`src/rtl/iob_ila_readout_ctrl_if.sv`:
```
// ----------------------------------------------------------------------------
// iob_ila_readout_ctrl_if
// Bundle of the bus-facing signals of the ILA readout sequencer.
//   IOb master leg toward the ILA swreg port:
//     m_avalid_o, m_addr_o, m_wdata_o, m_wstrb_o  (request, sequencer -> swreg)
//     m_ready_i, m_rvalid_i, m_rdata_i            (response, swreg -> sequencer)
//   Stream leg toward the DMA/UART bridge:
//     tdata_o, tvalid_o, tlast_o                  (sequencer -> sink)
//     tready_i                                    (sink -> sequencer)
// Signal names keep the sequencer-side direction suffix on both modports.
// ----------------------------------------------------------------------------
interface iob_ila_readout_ctrl_if #(
  parameter int DATA_W = 32,
  parameter int ADDR_W = 5
);
  logic                  m_avalid_o;
  logic [ADDR_W-1:0]     m_addr_o;
  logic [DATA_W-1:0]     m_wdata_o;
  logic [DATA_W/8-1:0]   m_wstrb_o;
  logic                  m_ready_i;
  logic                  m_rvalid_i;
  logic [DATA_W-1:0]     m_rdata_i;
  logic [DATA_W-1:0]     tdata_o;
  logic                  tvalid_o;
  logic                  tlast_o;
  logic                  tready_i;

  modport master (
    output m_avalid_o, m_addr_o, m_wdata_o, m_wstrb_o, tdata_o, tvalid_o, tlast_o,
    input  m_ready_i, m_rvalid_i, m_rdata_i, tready_i
  );

  modport slave (
    input  m_avalid_o, m_addr_o, m_wdata_o, m_wstrb_o, tdata_o, tvalid_o, tlast_o,
    output m_ready_i, m_rvalid_i, m_rdata_i, tready_i
  );
endinterface

```
`src/rtl/iob_ila_readout_ctrl.sv`:
```
// ----------------------------------------------------------------------------
// iob_ila_readout_ctrl
// Autonomous readout sequencer for the ILA sample buffer. It reads N_SAMPLES,
// then for every sample writes INDEX, and for every word of that sample writes
// SIGNAL_SELECT and reads SAMPLE_DATA, streaming each word out.
// Ports:
//   clk_i, arst_n_i   clock, asynchronous active-low reset
//   cke_i             clock enable; all state holds while low
//   start_i           begins a readout (only honoured in IDLE)
//   abort_i           stops after the in-flight bus transaction / stream beat
//   busy_o, done_o    not-IDLE flag, one-cycle completion pulse
//   dbg_state_o       current FSM state encoding
//   bus               IOb master + stream source (iob_ila_readout_ctrl_if)
// Handshakes: an IOb request (avalid, addr, wdata, wstrb) is held until the
// cycle m_ready_i is 1; writes complete on that ready, reads complete on the
// first m_rvalid_i after it, with one transaction outstanding at a time. A
// stream beat transfers in a cycle where tvalid_o and tready_i are both 1;
// tdata_o/tlast_o are held while tvalid_o is 1 and tready_i is 0.
// ----------------------------------------------------------------------------
module iob_ila_readout_ctrl #(
  parameter int DATA_W   = 32,
  parameter int ADDR_W   = 5,
  parameter int SIGNAL_W = 64,
  parameter int BUFFER_W = 5,
  parameter logic [ADDR_W-1:0] ADDR_N_SAMPLES     = 5'h10,
  parameter logic [ADDR_W-1:0] ADDR_INDEX         = 5'h14,
  parameter logic [ADDR_W-1:0] ADDR_SIGNAL_SELECT = 5'h0C,
  parameter logic [ADDR_W-1:0] ADDR_SAMPLE_DATA   = 5'h08
) (
  input  logic       clk_i,
  input  logic       arst_n_i,
  input  logic       cke_i,
  input  logic       start_i,
  input  logic       abort_i,
  output logic       busy_o,
  output logic       done_o,
  output logic [2:0] dbg_state_o,
  iob_ila_readout_ctrl_if.master bus
);

  localparam int N_WORDS_RAW = (SIGNAL_W + DATA_W - 1) / DATA_W;
  localparam int N_WORDS     = (N_WORDS_RAW < 1) ? 1 : N_WORDS_RAW;
  localparam int WORD_W      = (N_WORDS > 1) ? $clog2(N_WORDS) : 1;
  localparam logic [WORD_W-1:0]   LAST_WORD = WORD_W'(N_WORDS - 1);
  localparam logic [BUFFER_W:0]   N_MAX     = {1'b1, {BUFFER_W{1'b0}}};
  localparam logic [BUFFER_W:0]   ONE_N     = (BUFFER_W+1)'(1);

  typedef enum logic [2:0] {
    S_IDLE    = 3'd0,
    S_RD_N    = 3'd1,
    S_WR_IDX  = 3'd2,
    S_WR_SEL  = 3'd3,
    S_RD_DATA = 3'd4,
    S_PUSH    = 3'd5,
    S_DONE    = 3'd6
  } state_t;

  state_t              state_q, state_d;
  logic                acc_q, acc_d;      // read accepted, waiting for rvalid
  logic                abort_q, abort_d;
  logic [BUFFER_W:0]   n_q, n_d;
  logic [BUFFER_W-1:0] idx_q, idx_d;
  logic [WORD_W-1:0]   word_q, word_d;
  logic [DATA_W-1:0]   tdata_q, tdata_d;

  logic                avalid;
  logic [ADDR_W-1:0]   addr;
  logic [DATA_W-1:0]   wdata;
  logic [DATA_W/8-1:0] wstrb;
  logic [BUFFER_W:0]   n_raw, n_clamp;
  logic                abort_hit, last_idx, last_word;

  // A pulse arriving in the same cycle as a check point counts as well.
  assign abort_hit = abort_q | abort_i;
  assign n_raw     = bus.m_rdata_i[BUFFER_W:0];
  assign n_clamp   = (n_raw > N_MAX) ? N_MAX : n_raw;
  assign last_idx  = ({1'b0, idx_q} == (n_q - ONE_N));
  assign last_word = (word_q == LAST_WORD);

  always_ff @(posedge clk_i or negedge arst_n_i) begin
    if (!arst_n_i) begin
      state_q <= S_IDLE;
      acc_q   <= 1'b0;
      abort_q <= 1'b0;
      n_q     <= '0;
      idx_q   <= '0;
      word_q  <= '0;
      tdata_q <= '0;
    end else if (cke_i) begin
      state_q <= state_d;
      acc_q   <= acc_d;
      abort_q <= abort_d;
      n_q     <= n_d;
      idx_q   <= idx_d;
      word_q  <= word_d;
      tdata_q <= tdata_d;
    end
  end

  always_comb begin
    state_d = state_q;
    acc_d   = acc_q;
    abort_d = abort_q | abort_i;
    n_d     = n_q;
    idx_d   = idx_q;
    word_d  = word_q;
    tdata_d = tdata_q;
    avalid  = 1'b0;
    addr    = '0;
    wdata   = '0;
    wstrb   = '0;
    unique case (state_q)
      S_IDLE: begin
        // Abort in IDLE is dropped, and it also cancels a coincident start.
        abort_d = 1'b0;
        if (start_i && !abort_i) state_d = S_RD_N;
      end
      S_RD_N: begin
        avalid = !acc_q;
        addr   = ADDR_N_SAMPLES;
        if (!acc_q) begin
          if (bus.m_ready_i) acc_d = 1'b1;
        end else if (bus.m_rvalid_i) begin
          acc_d   = 1'b0;
          n_d     = n_clamp;
          idx_d   = '0;
          word_d  = '0;
          state_d = (abort_hit || (n_clamp == '0)) ? S_DONE : S_WR_IDX;
        end
      end
      S_WR_IDX: begin
        avalid = 1'b1;
        addr   = ADDR_INDEX;
        wdata  = DATA_W'(idx_q);
        wstrb  = '1;
        if (bus.m_ready_i) state_d = abort_hit ? S_DONE : S_WR_SEL;
      end
      S_WR_SEL: begin
        avalid = 1'b1;
        addr   = ADDR_SIGNAL_SELECT;
        wdata  = DATA_W'(word_q);
        wstrb  = '1;
        if (bus.m_ready_i) state_d = abort_hit ? S_DONE : S_RD_DATA;
      end
      S_RD_DATA: begin
        avalid = !acc_q;
        addr   = ADDR_SAMPLE_DATA;
        if (!acc_q) begin
          if (bus.m_ready_i) acc_d = 1'b1;
        end else if (bus.m_rvalid_i) begin
          // The word has been fetched, so it is delivered even when aborting;
          // the abort is honoured at the PUSH handshake.
          acc_d   = 1'b0;
          tdata_d = bus.m_rdata_i;
          state_d = S_PUSH;
        end
      end
      S_PUSH: begin
        if (bus.tready_i) begin
          if (abort_hit) begin
            state_d = S_DONE;
          end else if (!last_word) begin
            word_d  = word_q + WORD_W'(1);
            state_d = S_WR_SEL;
          end else if (!last_idx) begin
            idx_d   = idx_q + BUFFER_W'(1);
            word_d  = '0;
            state_d = S_WR_IDX;
          end else begin
            state_d = S_DONE;
          end
        end
      end
      S_DONE: begin
        abort_d = 1'b0;
        state_d = S_IDLE;
      end
      default: state_d = S_IDLE;
    endcase
  end

  assign bus.m_avalid_o = avalid;
  assign bus.m_addr_o   = addr;
  assign bus.m_wdata_o  = wdata;
  assign bus.m_wstrb_o  = wstrb;
  assign bus.tdata_o    = tdata_q;
  assign bus.tvalid_o   = (state_q == S_PUSH);
  assign bus.tlast_o    = (state_q == S_PUSH) && last_idx && last_word;
  assign busy_o         = (state_q != S_IDLE);
  assign done_o         = (state_q == S_DONE);
  assign dbg_state_o    = state_q;

endmodule

```
`src/flat_wrapper.sv`:
```
// flat-port wrapper written by rule: the top's interface ports become plain ports
module iob_ila_readout_ctrl_flat 
#(
  parameter int DATA_W   = 32,
  parameter int ADDR_W   = 5,
  parameter int SIGNAL_W = 64,
  parameter int BUFFER_W = 5,
  parameter logic [ADDR_W-1:0] ADDR_N_SAMPLES     = 5'h10,
  parameter logic [ADDR_W-1:0] ADDR_INDEX         = 5'h14,
  parameter logic [ADDR_W-1:0] ADDR_SIGNAL_SELECT = 5'h0C,
  parameter logic [ADDR_W-1:0] ADDR_SAMPLE_DATA   = 5'h08
)
  (clk_i, arst_n_i, cke_i, start_i, abort_i, busy_o, done_o, dbg_state_o, bus_m_avalid_o, bus_m_addr_o, bus_m_wdata_o, bus_m_wstrb_o, bus_tdata_o, bus_tvalid_o, bus_tlast_o, bus_m_ready_i, bus_m_rvalid_i, bus_m_rdata_i, bus_tready_i);
  iob_ila_readout_ctrl_if #(.DATA_W(DATA_W), .ADDR_W(ADDR_W)) bus_i ();
  input  logic clk_i;
  input  logic arst_n_i;
  input  logic cke_i;
  input  logic start_i;
  input  logic abort_i;
  output logic busy_o;
  output logic done_o;
  output logic [2:0] dbg_state_o;
  output wire logic [$bits(bus_i.m_avalid_o)-1:0] bus_m_avalid_o;
  output wire logic [$bits(bus_i.m_addr_o)-1:0] bus_m_addr_o;
  output wire logic [$bits(bus_i.m_wdata_o)-1:0] bus_m_wdata_o;
  output wire logic [$bits(bus_i.m_wstrb_o)-1:0] bus_m_wstrb_o;
  output wire logic [$bits(bus_i.tdata_o)-1:0] bus_tdata_o;
  output wire logic [$bits(bus_i.tvalid_o)-1:0] bus_tvalid_o;
  output wire logic [$bits(bus_i.tlast_o)-1:0] bus_tlast_o;
  input wire logic [$bits(bus_i.m_ready_i)-1:0] bus_m_ready_i;
  input wire logic [$bits(bus_i.m_rvalid_i)-1:0] bus_m_rvalid_i;
  input wire logic [$bits(bus_i.m_rdata_i)-1:0] bus_m_rdata_i;
  input wire logic [$bits(bus_i.tready_i)-1:0] bus_tready_i;
  assign bus_m_avalid_o = bus_i.m_avalid_o;
  assign bus_m_addr_o = bus_i.m_addr_o;
  assign bus_m_wdata_o = bus_i.m_wdata_o;
  assign bus_m_wstrb_o = bus_i.m_wstrb_o;
  assign bus_tdata_o = bus_i.tdata_o;
  assign bus_tvalid_o = bus_i.tvalid_o;
  assign bus_tlast_o = bus_i.tlast_o;
  assign bus_i.m_ready_i = bus_m_ready_i;
  assign bus_i.m_rvalid_i = bus_m_rvalid_i;
  assign bus_i.m_rdata_i = bus_m_rdata_i;
  assign bus_i.tready_i = bus_tready_i;
  iob_ila_readout_ctrl #(.DATA_W(DATA_W), .ADDR_W(ADDR_W), .SIGNAL_W(SIGNAL_W), .BUFFER_W(BUFFER_W), .ADDR_N_SAMPLES(ADDR_N_SAMPLES), .ADDR_INDEX(ADDR_INDEX), .ADDR_SIGNAL_SELECT(ADDR_SIGNAL_SELECT), .ADDR_SAMPLE_DATA(ADDR_SAMPLE_DATA)) u_core (.clk_i(clk_i), .arst_n_i(arst_n_i), .cke_i(cke_i), .start_i(start_i), .abort_i(abort_i), .busy_o(busy_o), .done_o(done_o), .dbg_state_o(dbg_state_o), .bus(bus_i));
endmodule
```
`config.mk`:
```
export PLATFORM = sky130hd
export DESIGN_NAME = iob_ila_readout_ctrl_flat
export DESIGN_NICKNAME = d
export VERILOG_FILES = /design/src/rtl/iob_ila_readout_ctrl_if.sv /design/src/rtl/iob_ila_readout_ctrl.sv /design/src/flat_wrapper.sv
export SDC_FILE = /design/constraint.sdc
export NUM_CORES = 1
export LEC_CHECK = 0
export CAP_MARGIN = 25
export CELL_PAD_IN_SITES_DETAIL_PLACEMENT = 1
export CELL_PAD_IN_SITES_GLOBAL_PLACEMENT = 2
export CORE_MARGIN = 1
export CORE_UTILIZATION = 22
export CTS_CLUSTER_DIAMETER = 200
export DETAILED_ROUTE_END_ITERATION = 8
export GPL_ROUTABILITY_DRIVEN = 0
export PLACE_DENSITY = 0.78
export SYNTH_ARGS = -nofsm -noshare
export SYNTH_HDL_FRONTEND = slang
export SYNTH_SLANG_ARGS = --single-unit
export TNS_END_PERCENT = 5
```
`constraint.sdc`:
```
create_clock -name clk_i -period 2.04 [get_ports clk_i]
set_clock_uncertainty 0.05 [all_clocks]
set_input_delay 0.204 -clock clk_i [delete_from_list [all_inputs] [get_ports clk_i]]
set_output_delay 0.204 -clock clk_i [all_outputs]
set_load 0.01 [all_outputs]
```
==> metrics.txt, run 1 <==
clk slew on worst S/H paths=0.07 ns; Via density=4.12; Cells after Synth=between 200 and 300; f_max=0.466 GHz; std cell rows=40; Area contributors post-synth=dfrtp_1 45%, mux2_2 14%, buf_4 8.8%, nand2_1 3.3%, a21oi_1 2.2%; GRT Overall Usage=between 10% and 20%; Worst Tran Pin Value=approximately 0.56 ns; Pwr Density=1290 nW/um^2; I/O Pins=121; initial antenna violation count=0; drt first pass iters=4; total wire length=7620 um; worst setup margin=-0.104 ns; crit-path max FO=2; LEAKAGE=slightly below 0.002 uW; CTS H-tree lvls=2; status=finished with violations; period utilization=105%; Crit. End Element=output port; Synth Cell Area=2730 sq um; Setup WS pre-CTS=-0.291 ns; diode count=0; Tmin final=2.14 ns; first-pass GRT wire length=about 13000 um; CTS tree=built; sequential cell area fraction in the yosys report=44.9%; most common cell in the synthesized netlist=dfrtp_1; Max-slew headroom=62.4%; residual DRC count=0; Routed WL per cell=14.0 um; ys async rst share=100%; die width=around 110 um; antenna viol nets, final=0; Post-CTS Setup Bufs=0; largest net degree at the start of global routing=23; worst endpoint required time=approximately 1.8 ns; P&R area growth vs syn=52.0%; share of layout cells above drive strength 1=25.4%; clock root buffer=clkbuf_16; vias in the first global route=2428; die area=12900 sq um; Final setup viols=4; clock latency on the worst-skew pair=0.29 ns; final hold viol count=0; Max Slew Vio Count=0; Seq cells post-synth=a little under 50; Main synth FF type=dfrtp_1; RSZ-0062 raised after global routing=true; initial core utilization=between 20% and 30%; Core Region=approximately 12000 sq um; IO buf count=91; grt total ovfl=0; CTS buffer count=5; register area=1230 sq um; post-synth top area cell=dfrtp_1; Die H=113 um; YS warnings=0; fillers=1359; Netlist cell types=between 40 and 50; critical path type=flop to output port; failing checks=setup timing; CTS Buffer Depth=2; DR iter-0 viols=43; area occupied by multi-input gates=1360 sq um; fin util=34.5%; clk sinks=49; post-synth top area share=44.9%; CP Launch Type=flop; nets@finish=about 420; EDFF count, synth=0; Worst Path Arrival=1.89 ns; max cap viols=0; Worst VDD drop=~420 uV; detailed-route via count=2251; DP HPWL=slightly below 6000 um; Avg Cell Area, Syn=10.4 sq um; Synth top cells by count=49 x dfrtp_1, 33 x mux2_2, 32 x buf_4; Hold WC Path Type=input port to async pin
## layer usage
layer  global-route usage, %  part of all wire [%]  vias to the layer above
li1                        -                     -                     1067
met1                    14.5                    41                     1093
met2                    22.0                    49                       83
met3                    4.89                   8.5                        8
met4                    3.42                  0.97                        0
met5                       0                     0                        -
## report_power, final
group	internal, uW	switching (uW)
Combinational	1560	1250
Clock	496	393
Sequential	1350	280
Total	3410	1930
## final timing paths
path / cells past startpoint / endpoint / start / slack, ns
setup / recovery: 5 / bus_tlast_o / u_core.n_q[2] / -0.10
hold / removal: 2 / u_core.idx_q[0] / arst_n_i / 0.40
setup reg to reg: 7 / u_core.idx_q[1] / u_core.n_q[2] / -0.07
hold reg to reg: 1 / u_core.bus.tdata_o[22] / u_core.bus.tdata_o[22] / 0.46
max in group asynchronous: 3 / u_core.bus.tdata_o[15] / arst_n_i / 0.89
min in group clk_i: 1 / u_core.bus.tdata_o[22] / u_core.bus.tdata_o[22] / 0.46
## metrics by stage
stage	instance area, sq um	hold slack [ns]	std cells	power [uW]	TNS (ns)
6_report	4160	0.401	546	5340	-0.283
3_5_place_dp	3930	0.180	537	4420	-0.662
4_1_cts	4120	0.402	546	5420	-0.427
2_1_floorplan	2840	-0.142	290	3010	0
5_1_grt	4160	0.441	546	5760	-0.591
3_3_place_gp	3930	0.164	537	4340	-0.403
## what timing repair did
action,4_1_cts,5_1_grt
setup endpoints to repair,13,14
hold endpoints to repair,20,0
pin swaps,6,1
hold buffers,1,0
resized for setup,20,13
## worst max-delay path: stages (launching register included)
cell     delay (ns)
dfrtp_1        0.38
or4_4          0.55
o21ai_2        0.12
nor4b_4        0.21
and3_1         0.20
buf_2          0.13
## flip-flops by register name, indices dropped and copies added (netlist names)
name and flops:
u_core.bus.tdata_o 32, u_core.n_q 6, u_core.idx_q 5, u_core.dbg_state_o 3, u_core.abort_q 1, u_core.acc_q 1
u_core.last_word 1
## layout make-up
| type | count | area share [%] |
|---|---|---|
| repair buffers | 121 | 28.2 |
| multi-input cells | 191 | 32.6 |
| inverters | 9 | 0.813 |
| clock buffers | 6 | 3.34 |
| flip-flops and latches | 49 | 29.5 |
| well taps | 168 | 5.06 |
| clock inverters | 2 | 0.422 |
## kinds of logic after synthesis
| logic type | share of synthesized area, % |
|---|---|
| AOI/OAI and AO/OA | 8.70 |
| xor gates and xnor gates | 1.92 |
| adders and majority gates | 0.915 |
| buffers and inverters | 11.4 |
| DFF | 44.9 |
| muxes | 16.2 |
| other | 0.137 |
| and+or+nand+nor | 15.9 |
## placed cells by master, fill, tap and decap left out, types with 7 or more instances in the layout
| master | count |
|---|---|
| mux2_2 | 33 |
| a21oi_1 | 9 |
| inv_1 | 7 |
| nor2_1 | 7 |
| o21ai_0 | 7 |
| conb_1 | 29 |
| nand3_1 | 7 |
| clkdlybuf4s50_1 | 78 |
| buf_4 | 24 |
| nand2_1 | 22 |
| dfrtp_1 | 49 |
| nand3b_1 | 7 |
Power figures use the tool's default switching activity.
==> run 2, diff against run 1 <==
--- a/config.mk
+++ b/config.mk
@@ -5,12 +5,13 @@
 export SDC_FILE = /design/constraint.sdc
 export NUM_CORES = 1
 export LEC_CHECK = 0
-export CAP_MARGIN = 25
+export CAP_MARGIN = 20
 export CELL_PAD_IN_SITES_DETAIL_PLACEMENT = 1
 export CELL_PAD_IN_SITES_GLOBAL_PLACEMENT = 2
 export CORE_MARGIN = 1
 export CORE_UTILIZATION = 22
 export CTS_CLUSTER_DIAMETER = 200
+export CTS_CLUSTER_SIZE = 28
 export DETAILED_ROUTE_END_ITERATION = 8
 export GPL_ROUTABILITY_DRIVEN = 0
 export PLACE_DENSITY = 0.78
==> constraint.sdc (replaced) <==
create_clock -name clk_i -period 1.9 [get_ports clk_i]
set_clock_uncertainty 0.05 [all_clocks]
set_input_delay 0.19 -clock clk_i [delete_from_list [all_inputs] [get_ports clk_i]]
set_output_delay 0.19 -clock clk_i [all_outputs]
set_load 0.01 [all_outputs]
==> metrics.txt, run 2 (synthesized netlist as in run 1, its figures left out) <==
status=finished with violations; failing checks=setup timing; worst endpoint required time=around 1.7 ns; LEAKAGE=around 0.0019 uW; Tmin final=2.20 ns; max cap viols=0; GRT Overall Usage=12.5%; CP Launch Type=flop; reg2reg end=u_core.idx_q[1]; CTS tree=built; R2R setup slack=-0.28 ns; die width=113 um; nets@finish=~430; grt total ovfl=0; std cell rows=40; Via density=between 4 and 5; Crit. End Element=output port; initial core utilization=22.7%; post-route insts no fill=557; Slowest cell on crit path=or4_4; first-pass GRT wire length=12500 um; clk slew on worst S/H paths=0.06 ns; clock root buffer=clkbuf_16; Inst Count DP=548; vias in the first global route=2509; critical path type=flop to output port; CTS H-tree lvls=2; Final setup viols=12; met2 routed WL=3810 um; clock latency on the worst-skew pair=0.29 ns; clk sinks=49; worst setup path start=u_core.n_q[1]; period utilization=116%; Largest register FFs=32; DR iter-0 viols=30; I/O Pins=121; Reg2Reg Launch Point=u_core.n_q[1]; final hold slack=0.352 ns; largest net degree at the start of global routing=34; diode count=0; largest stage delay on the critical path=0.56 ns; residual DRC count=0; Routed WL per cell=13.5 um; die area=12900 sq um; IO buf count=91; cell chain of the critical path=or4_4 > buf_4 > nor3_4 > nor4b_4 > and3_1 > buf_2; DR WL met3=roughly 630 um; CTS Buffer Depth=2; total wire length=7530 um; Worst Path Arrival=1.96 ns; initial antenna violation count=0; DR top layer=met4; commonest non-fill, non-tap cells in the layout=77 x clkdlybuf4s50_1, 49 x dfrtp_1, 37 x buf_4; Core Region=roughly 12000 sq um; crit-path max FO=3; share of layout cells above drive strength 1=27.5%; Hold WC Path Type=input port to async pin; drt first pass iters=4; final hold viol count=0; Pwr Density=1360 nW/um^2; DP HPWL=5890 um; wl on met1=about 3000 um; CTS buffer count=5; Die H=113 um; worst setup margin=-0.298 ns; Worst VDD drop=613 uV; RSZ-0062 raised after global routing=true; Power Total=5710 uW; f_max=0.455 GHz; Max Slew Vio Count=0; CP delay by family, top=simple AND/OR/NAND/NOR gates; P&R area growth vs syn=54.1%; Worst Reg-to-Reg Cells=7; Setup WS pre-CTS=-0.401 ns; antenna viol nets, final=0; critical path buffer and inverter count=2; detailed-route via count=2283; fin util=34.9%; commonest non-fill, non-tap cell in the layout=clkdlybuf4s50_1
run 2: changes by cell type in the layout (fill, tap and decap cells not counted), sizes merged:
cell and delta:
buf +12, clkdlybuf4s50 -1, clkinvlp +1, dlygate4sd2 +6, dlymetal6s2s -6, inv -1
run 2: worst register-to-register path: cells and delay by family, from the launching register on:
family	cells	cell delay, ns
compound gates	1	0.22
buf+inv	2	0.33
flops	1	0.41
mux	1	0.29
simple gates	3	0.77
run 2: metrics by stage:
| step | TNS, ns | instance area (sq um) |
|---|---|---|
| after CTS | -2.13 | 4210 |
| final | -1.98 | 4210 |
| after floorplan | -0.182 | 2860 |
| after global routing | -2.94 | 4210 |
| after global placement | -1.21 | 4040 |
| after detailed placement | -1.48 | 4040 |
run 2: layout make-up:
type	instances	area, sq um
fill	1368	7850
tap	168	210
timing repair buffer	133	1240
clock buffer	5	125
inverter	9	33.8
clock inverter	2	16.3
sequential	49	1230
multi-input combinational	191	1360
run 2: where the power goes:
| group | leakage [uW] | switching [uW] | internal, uW |
|---|---|---|---|
| Combinational | 0.00122 | 1360 | 1710 |
| Clock | 0.0000659 | 412 | 484 |
| Sequential | 0.000630 | 291 | 1450 |
run 2: how the worst max path moves through the flow:
stage	end	slack (ns)	depth (start not counted)
6_report	bus_tlast_o	-0.30	6
5_1_grt	bus_tlast_o	-0.37	6
4_1_cts	bus_tlast_o	-0.31	7
3_5_place_dp	bus_tlast_o	-0.40	7
3_3_place_gp	bus_tlast_o	-0.33	7
2_1_floorplan	u_core.idx_q[0]	-0.09	5
run 2: repair_timing:
action | 4_1_cts | 5_1_grt
pin swaps | 7 | 2
hold endpoints to repair | 16 | 0
gates resized for setup | 28 | 1
setup endpoints to repair | 24 | 13
buffers inserted | 0 | 1
hold buffers | 1 | 0
run 2: per-layer routing:
| layer | vias to the layer above | GRT usage, % |
|---|---|---|
| met5 | - | 0 |
| met4 | 0 | 3.33 |
| met3 | 5 | 4.57 |
| met2 | 81 | 21.7 |
| met1 | 1108 | 14.4 |
| li1 | 1089 | - |
==> run 3, diff against run 2 <==
--- a/config.mk
+++ b/config.mk
@@ -15,6 +15,8 @@
 export DETAILED_ROUTE_END_ITERATION = 8
 export GPL_ROUTABILITY_DRIVEN = 0
 export PLACE_DENSITY = 0.78
+export SETUP_SLACK_MARGIN = 0.02
+export SKIP_LAST_GASP = 1
 export SYNTH_ARGS = -nofsm -noshare
 export SYNTH_HDL_FRONTEND = slang
 export SYNTH_SLANG_ARGS = --single-unit
==> metrics.txt, run 3 (synthesized netlist as in run 1, its figures left out) <==
CP delay by family, top=simple AND/OR/NAND/NOR gates; commonest non-fill, non-tap cells in the layout=88 x clkdlybuf4s50_1, 49 x dfrtp_1, 38 x buf_4; f_max=0.455 GHz; Slowest cell on crit path=or4_4; R2R setup slack=-0.27 ns; clk slew on worst S/H paths=0.06 ns; fillers=1366; nets@finish=between 400 and 500; largest net degree at the start of global routing=34; Die H=113 um; Worst Path Arrival=1.96 ns; CP Launch Type=flop; crit-path max FO=3; CTS Buffer Depth=2; failing checks=setup timing; CTS H-tree lvls=2; CTS buffer count=5; Worst VDD drop=between 600 and 700 uV; Routed WL per cell=13.5 um; worst endpoint required time=1.66 ns; RSZ-0062 raised after global routing=true; Pwr Density=roughly 1400 nW/um^2; Worst Reg-to-Reg Cells=7; reg2reg end=u_core.idx_q[1]; GRT Overall Usage=12.4%; largest stage delay on the critical path=0.56 ns; Crit. End Element=output port; die width=113 um; Tmin final=approximately 2.2 ns; Placed Area=between 4000 and 5000 sq um; max cap viols=0; area occupied by multi-input gates=1340 sq um; status=finished with violations; CTS tree=built; critical path buffer and inverter count=2; vias in the first global route=2511; Max Slew Vio Count=0; worst setup margin=-0.299 ns; final hold viol count=0; Final Instance Area=4210 sq um; initial core utilization=22.7%; critical path type=flop to output port; diode count=0; Reg2Reg Launch Point=u_core.n_q[1]; Final setup viols=22; Via density=a little over 4; commonest non-fill, non-tap cell in the layout=clkdlybuf4s50_1; total wire length=7510 um; Hold WC Path Type=input port to async pin; Core Region=12100 sq um; cell chain of the critical path=or4_4 > buf_4 > nor3_4 > nor4b_4 > and3_1 > buf_2; I/O Pins=roughly 120; LEAKAGE=between 0.0015 and 0.002 uW; Setup WS pre-CTS=-0.401 ns; final setup TNS=-3.21 ns; clk sinks=between 40 and 50; share of layout cells above drive strength 1=about 26%; P&R area growth vs syn=54.1%; detailed-route via count=2290; clock latency on the worst-skew pair=~0.29 ns; IO buf count=91; residual DRC count=0; die area=approximately 13000 sq um; register area=1230 sq um; antenna viol nets, final=0; Largest register FFs=32; DP HPWL=5890 um; clock root buffer=clkbuf_16; DR iter-0 viols=22; period utilization=116%; drt first pass iters=4; initial antenna violation count=0; grt total ovfl=0; first-pass GRT wire length=between 10000 and 15000 um; std cell rows=40
## run 3: cell types whose count changed in the layout (fill, tap and decap cells not counted), moves of 3 or more
cell / delta
clkdlybuf4s50_1: +11
dlygate4sd2_1: -11
a21oi_1: +3
a21oi_2: -3
## run 3: timing repair
action / CTS / global route
setup endpoints to repair: 24 / 40
hold endpoints to repair: 16 / 0
buffers inserted: 0 / 1
hold buffers: 1 / 0
resized for setup: 9 / 1
pin swaps: 4 / 2
## run 3: area by class of cell
type	instances	area share [%]
multi-input cells	191	31.9
flip-flops and latches	49	29.1
inverters	9	0.802
repair buffers	133	29.9
clock inverters	2	0.386
well taps	168	4.99
clock buffers	5	2.97
## run 3: where the power goes
| group | total, uW | leakage (uW) | internal [uW] | switching [uW] |
|---|---|---|---|---|
| sequential | 1740 | 0.000630 | 1450 | 287 |
| combinational | 3130 | 0.00120 | 1780 | 1350 |
| clock | 895 | 0.0000659 | 484 | 411 |
## run 3: worst max path at each step
stage | startpoint | endpoint | slack [ns] | depth (start not counted)
global placement | u_core.n_q[0] | bus_tlast_o | -0.33 | 7
floorplan | u_core.n_q[2] | u_core.idx_q[0] | -0.09 | 5
CTS | u_core.n_q[1] | bus_tlast_o | -0.31 | 7
global route | u_core.n_q[1] | bus_tlast_o | -0.37 | 6
finish | u_core.n_q[1] | bus_tlast_o | -0.30 | 6
detailed placement | u_core.n_q[1] | bus_tlast_o | -0.40 | 7
## run 3: metrics by stage
stage | cells | hold slack [ns] | utilization, % | total power, uW
2_1_floorplan | 290 | -0.156 | - | 3270
6_report | 557 | 0.352 | 34.9 | 5770
4_1_cts | 556 | 0.355 | 34.8 | 5870
3_5_place_dp | 548 | 0.121 | 33.5 | 4870
5_1_grt | 557 | 0.397 | 34.9 | 6200
3_3_place_gp | 548 | 0.113 | 33.5 | 4750
## run 3: worst reg2reg max path: cells and delay by family, from the launching register on
kind,cells,cell delay (ns)
AO/OA/AOI/OAI,1,0.22
buffers and inverters,2,0.32
flip-flops,1,0.41
multiplexers,1,0.29
AND/OR/NAND/NOR,3,0.77
## run 3: layer usage
| layer | part of all wire (%) | global-route usage, % | vias up |
|---|---|---|---|
| li1 | - | - | 1091 |
| met1 | 40 | 14.5 | 1113 |
| met2 | 51 | 21.5 | 81 |
| met3 | 8.4 | 4.57 | 5 |
| met4 | 0.81 | 3.33 | 0 |
| met5 | 0 | 0 | - |
